<file path="src/rtl/alu_op_sequencer_if.sv">
// Request/result bus of the multi-cycle ALU sequencer.
// The master issues start/opcode/operands and acknowledges results;
// the slave (the sequencer) publishes ready, the state code and y.
interface alu_op_sequencer_if #(
    parameter int WIDTH = 8
);
    logic             start;
    logic [1:0]       opcode;
    logic [WIDTH-1:0] a;
    logic [WIDTH-1:0] b;
    logic             ack;
    logic             ready;
    logic [1:0]       state;
    logic [WIDTH-1:0] y;

    modport master (
        output start, opcode, a, b, ack,
        input  ready, state, y
    );

    modport slave (
        input  start, opcode, a, b, ack,
        output ready, state, y
    );
endinterface

</file>
<file path="src/rtl/alu_op_sequencer.sv">
// Multi-cycle ALU sequencer: add/sub complete on the accept edge,
// multiply (shift-add) and divide (restoring) run one iteration per
// BUSY edge. The result is held in DONE until acknowledged.
module alu_op_sequencer #(
    parameter int WIDTH = 8
) (
    input  logic               clock,
    input  logic               resetN,
    alu_op_sequencer_if.slave  bus
);
    localparam int CNT_W = (WIDTH > 2) ? $clog2(WIDTH) : 1;

    typedef enum logic [1:0] {
        S_IDLE = 2'b00,
        S_BUSY = 2'b01,
        S_DONE = 2'b10
    } state_t;

    state_t             r_state;
    state_t             w_state_nxt;
    logic               r_div;      // 1: divide in flight, 0: multiply
    logic [WIDTH-1:0]   r_a;        // multiplicand / dividend, shifts left
    logic [WIDTH-1:0]   r_b;        // multiplier (shifts right) / divisor
    logic [WIDTH-1:0]   r_acc;      // product / quotient under construction
    logic [WIDTH-1:0]   r_rem;      // partial remainder
    logic [CNT_W-1:0]   r_cnt;
    logic [WIDTH-1:0]   r_y;

    logic [WIDTH:0]     w_rem_sh;
    logic               w_rem_ge;
    logic [WIDTH-1:0]   w_rem_nxt;
    logic [WIDTH-1:0]   w_acc_nxt;

    // One multiply or divide iteration computed from the current registers.
    // A zero divisor makes every trial subtraction succeed, which yields
    // an all-ones quotient with no special casing.
    always_comb begin
        // NOTE: every signal driven here gets a default first so no path
        // leaves it unassigned and no latch is inferred.
        w_rem_sh  = {r_rem, r_a[WIDTH-1]};
        w_rem_ge  = (w_rem_sh >= {1'b0, r_b});
        w_rem_nxt = r_rem;
        w_acc_nxt = r_acc;
        if (r_div) begin
            w_rem_nxt = w_rem_ge ? (w_rem_sh[WIDTH-1:0] - r_b) : w_rem_sh[WIDTH-1:0];
            w_acc_nxt = {r_acc[WIDTH-2:0], w_rem_ge};
        end else begin
            w_acc_nxt = r_acc + (r_b[0] ? r_a : '0);
        end
    end

    // State register.
    always_ff @(posedge clock or negedge resetN) begin
        // NOTE: sequential state uses non-blocking assignments so every
        // register samples pre-edge values regardless of statement order.
        if (!resetN) r_state <= S_IDLE;
        else         r_state <= w_state_nxt;
    end

    // Next-state decode; an illegal code falls back to IDLE.
    always_comb begin
        w_state_nxt = r_state;
        case (r_state)
            S_IDLE:  if (bus.start) w_state_nxt = bus.opcode[1] ? S_BUSY : S_DONE;
            S_BUSY:  if (r_cnt == '0) w_state_nxt = S_DONE;
            S_DONE:  if (bus.ack) w_state_nxt = S_IDLE;
            default: w_state_nxt = S_IDLE;
        endcase
    end

    // Operand capture, iterations and result register.
    always_ff @(posedge clock or negedge resetN) begin
        if (!resetN) begin
            r_div <= 1'b0;
            r_a   <= '0;
            r_b   <= '0;
            r_acc <= '0;
            r_rem <= '0;
            r_cnt <= '0;
            r_y   <= '0;
        end else begin
            case (r_state)
                S_IDLE: begin
                    if (bus.start) begin
                        r_div <= bus.opcode[0];
                        r_a   <= bus.a;
                        r_b   <= bus.b;
                        r_acc <= '0;
                        r_rem <= '0;
                        if (bus.opcode[1]) begin
                            r_cnt <= CNT_W'(WIDTH - 1);
                        end else begin
                            r_y <= bus.opcode[0] ? (bus.a - bus.b) : (bus.a + bus.b);
                        end
                    end
                end
                S_BUSY: begin
                    r_acc <= w_acc_nxt;
                    r_rem <= w_rem_nxt;
                    r_a   <= r_a << 1;
                    if (!r_div) r_b <= r_b >> 1;
                    if (r_cnt == '0) r_y   <= w_acc_nxt;
                    else             r_cnt <= r_cnt - CNT_W'(1);
                end
                default: ;
            endcase
        end
    end

    assign bus.ready = (r_state == S_IDLE);
    assign bus.state = r_state;
    assign bus.y     = r_y;
endmodule

</file>
<file path="src/flat_wrapper.sv">
// flat-port wrapper written by rule: the top's interface ports become plain ports
module alu_op_sequencer_flat 
#(
    parameter int WIDTH = 8
)
  (clock, resetN, bus_start, bus_opcode, bus_a, bus_b, bus_ack, bus_ready, bus_state, bus_y);
  alu_op_sequencer_if #(.WIDTH(WIDTH)) bus_i ();
  input  logic clock;
  input  logic resetN;
  input wire logic [$bits(bus_i.start)-1:0] bus_start;
  input wire logic [$bits(bus_i.opcode)-1:0] bus_opcode;
  input wire logic [$bits(bus_i.a)-1:0] bus_a;
  input wire logic [$bits(bus_i.b)-1:0] bus_b;
  input wire logic [$bits(bus_i.ack)-1:0] bus_ack;
  output wire logic [$bits(bus_i.ready)-1:0] bus_ready;
  output wire logic [$bits(bus_i.state)-1:0] bus_state;
  output wire logic [$bits(bus_i.y)-1:0] bus_y;
  assign bus_i.start = bus_start;
  assign bus_i.opcode = bus_opcode;
  assign bus_i.a = bus_a;
  assign bus_i.b = bus_b;
  assign bus_i.ack = bus_ack;
  assign bus_ready = bus_i.ready;
  assign bus_state = bus_i.state;
  assign bus_y = bus_i.y;
  alu_op_sequencer #(.WIDTH(WIDTH)) u_core (.clock(clock), .resetN(resetN), .bus(bus_i));
endmodule
</file>
<file path="config.mk">
export PLATFORM = sky130hd
export DESIGN_NAME = alu_op_sequencer_flat
export DESIGN_NICKNAME = d
export VERILOG_FILES = /design/src/rtl/alu_op_sequencer_if.sv /design/src/rtl/alu_op_sequencer.sv /design/src/flat_wrapper.sv
export SDC_FILE = /design/constraint.sdc
export NUM_CORES = 1
export LEC_CHECK = 0
export ABC_AREA = 1
export CAP_MARGIN = 20
export CORE_ASPECT_RATIO = 0.7
export CORE_MARGIN = 5
export CORE_UTILIZATION = 52
export CTS_BUF_LIST = sky130_fd_sc_hd__clkbuf_4
export CTS_CLUSTER_DIAMETER = 30
export DETAILED_ROUTE_END_ITERATION = 7
export PLACE_DENSITY = 0.74
export REMOVE_ABC_BUFFERS = 1
export SETUP_SLACK_MARGIN = 0.02
export SYNTH_ARGS = -nofsm -noshare
export SYNTH_HDL_FRONTEND = slang
export SYNTH_SLANG_ARGS = --single-unit
</file>
<file path="constraint.sdc">
create_clock -name clock -period 2.5 [get_ports clock]
set_input_delay 0.375 -clock clock [delete_from_list [all_inputs] [get_ports clock]]
set_output_delay 0.375 -clock clock [all_outputs]
set_load 0.03 [all_outputs]
</file>
==> results of run 1 <==
-- repair_timing --
item                       4_1_cts  5_1_grt
setup endpoints to repair        1        4
pin swaps                        0        5
setup buffers                    0        1
cloned                           0        0
resized for setup                1       15
-- power groups by stage --
stage	sequential (mW)	clock (mW)	combinational, mW
global placement	1.32	0	3.04
global route	1.35	0.385	3.63
finish	1.31	0.355	3.18
CTS	1.31	0.360	3.15
detailed placement	1.33	0	3.13
floorplan	1.43	0	2.09
-- layer usage --
metal	vias to the layer above	wire length [um]
met5	-	0
met4	0	98
met3	9	655
met2	116	3594
met1	1496	4272
li1	1673	-
-- cells in the mapped netlist, drive strengths merged --
cell	count	area, sq um
a31oi	1	6.260
o22ai	1	6.260
nor3	1	5.000
a21boi	1	7.510
nand3	49	257.8
a22oi	2	15.01
xor2	5	43.79
xnor2	6	52.55
ha	26	325.3
dfrtp	46	1151
inv	79	299.0
a21oi	13	65.06
nand2b	1	6.260
nand3b	2	15.01
fa	3	60.06
clkbuf	4	15.01
nand4	4	25.02
a21o	1	7.510
o21ai	36	187.7
or2	2	12.51
o31ai	2	15.01
o21a	2	15.01
buf	4	32.53
nand2	149	581.8
o211ai	15	112.6
nor2	26	110.1
-- cell type report --
cell class	instances	share of cell area [%]
Inverter	79	7.225
Timing Repair Buffer	62	13.18
Sequential cell	46	27.81
Clock inverter	2	0.2418
Tap cell	78	2.358
Clock buffer	5	0.9069
Multi-Input combinational cell	348	48.28
-- critical path, stage by stage --
cell and delay, ns:
clkdlybuf4s50_1 0.49, nor2_1 0.15, nand2_1 0.06, nand2_1 0.12, o21ai_0 0.12, xor2_1 0.16, inv_1 0.06, ha_1 0.33
a21oi_1 0.23, nand4_1 0.16, nand3_2 0.13, nand3_1 0.08, nand2_1 0.06, nand2_1 0.05
-- sequential cells by signal, indices dropped and copies added (netlist names) --
register / flops
u_core.bus.y: 8
u_core.r_a: 8
u_core.r_acc: 8
u_core.r_b: 8
u_core.r_rem: 8
u_core.r_cnt: 3
u_core.bus.state: 2
u_core.r_div: 1
-- logic make-up after synthesis --
| kind of cell | synth area share (%) |
|---|---|
| AOI/OAI and AO/OA | 12.76 |
| DFF | 33.55 |
| xor gates and xnor gates | 2.808 |
| adders and majority gates | 11.23 |
| and+or+nand+nor | 29.54 |
| buffers and inverters | 10.10 |
-- worst min path at each step --
stage	from	to	slack, ns	depth (start not counted)
2_1_floorplan	resetN	u_core.bus.state[0]	0.08	0
3_3_place_gp	resetN	u_core.r_b[3]	0.43	1
3_5_place_dp	resetN	u_core.r_b[4]	0.42	1
4_1_cts	resetN	u_core.r_a[7]	0.0005	1
5_1_grt	resetN	u_core.r_acc[3]	0.03	1
6_report	resetN	u_core.r_a[7]	-0.002	1
-- stage by stage --
stage | setup WS [ns] | util, %
floorplan | 0.2629 | -
global placement | -0.3259 | 63.65
detailed placement | -0.4101 | 63.65
CTS | 0.02765 | 64.48
global route | 0.03793 | 65.63
finish | 0.2147 | 65.63
==> results.yml, run 1 <==
global_routing:
  grtUsageTotal_pct: 22.37
  antenna_found_initial: 0
  grt_pass1_wl_um: 15120
  met3_usage_pct: 4.395
  grt_max_degree: 33
  grt_overflow_total: 0
  grt_pass1_vias: 3145
  use_met2_pct: 32.21
  busiest_layer: "met1"
  grtUsageMet1_pct: 33.95
final_layout:
  regArea_sq_um: 1151
  diodes: 0
  fin_area_sq_um: 4139
  final_cell_mix: "142 x nand2_1, 72 x inv_1, 46 x nand3_1, 46 x dfrtp_1, 30 x buf_4"
  fillers: 548
  finalNonFillerCells: 620
  layout_commonest_cell: "nand2_1"
  nets: 593
  drive_gt1_share_pct: 12.36
  multi_input_area_sq_um: 1998
  syn2layout_area_growth_pct: 20.64
pwr:
  power_frac_comb_pct: 65.6
  irDropWorstVdd_mv: 0.6088
  p_leak_nw: 2.223
  p_switching_mw: 2.478
  p_int_mw: 2.370
  power_density_nw_per_um2: 1171
  switching_share_pct: 51.11
  seqPwrFrac_pct: 27.1
  power_frac_clock_pct: 7.3
  power.total_mw: 4.847
clocking:
  clkSlewWorstSetupHoldPaths_ns: 0.15
  insertion_delay_ns: 0.37
  numCtsBuffers: 5
  clkSinkCount: 46
  root_buffer: "clkbuf_4"
  h-tree-depth: 2
  cts_buffer_depth: 2
  cts_tree: "built"
  cts_hold_buf: 0
floorplan:
  die_area_sq_um: 8348
  start_util_pct: 54.40
  num_rows: 24
  die_y_um: 77.96
  io-pin-count: 33
  coreArea_sq_um: 6306
  fp.dieW_um: 107.1
route:
  vias_per_cell: 5.313
  drtPass1Iterations: 4
  wl_per_cell_um: 13.90
  routed_wl_um: 8620
  drt_iter0_markers: 230
  vias: 3294
  drc_errors: 0
  detail-route-antenna-nets: 0
synthesis:
  post_synth.cell_area_avg_sq_um: 7.133
  ys_types: 36
  synthCells: 481
  synth_seq_cells: 46
  ys_seq_area_share_pct: 33.55
  yosysWarnings: 0
  synth_area_sq_um: 3431
worst_setup_path:
  rrSetupSlack_ns: 0.45
  cp-startpoint: "bus_b[2]"
  cp-end-kind: "flop"
  critical_path_arrival_ns: 2.57
  worstRegToRegCells: 13
  r2r-start: "u_core.r_b[0]"
  critPathKind: "in2reg"
  cp.required_ns: 2.79
  r2r_end: "u_core.bus.y[7]"
  critPathLaunchType: "primary input"
  endpoint: "u_core.bus.y[6]"
  cp_max_fo: 5
worst_hold_path:
  hold_path_class: "in2async"
sta:
  grt_setup_unrepaired: "no"
  finalSetupTns_ns: 0
  hold_viol: 3
  hold_slack_ns: -0.002261
  clock.fmax_mhz: 437.6
  min_period_ns: 2.285
  worst_pin_slew_ns: 0.6184
  finalSetupViolations: 0
  relSlewSlack_pct: 58.77
  finalMaxSlewViolations: 0
  period_share_pct: 91.41
  skew_ns: 0.01209
placed_design:
  portBuffers: 32
  dp_hpwl_um: 6810
  placed_area_sq_um: 4014
  dpl.cell_count: 612
  gp_congestion: 0.8621
run_status:
  violations: "negative hold slack"
  status: "finished with violations"
run:
  cap_viol_max_count: 0
(Power assumes the default switching activity.)
==> run 2, diff against run 1 <==
--- a/config.mk
+++ b/config.mk
@@ -6,7 +6,7 @@
 export NUM_CORES = 1
 export LEC_CHECK = 0
 export ABC_AREA = 1
-export CAP_MARGIN = 20
+export CAP_MARGIN = 10
 export CORE_ASPECT_RATIO = 0.7
 export CORE_MARGIN = 5
 export CORE_UTILIZATION = 52
==> results of run 2 <==
Same layout as run 1: the final DEF is identical, and so are final timing and power.
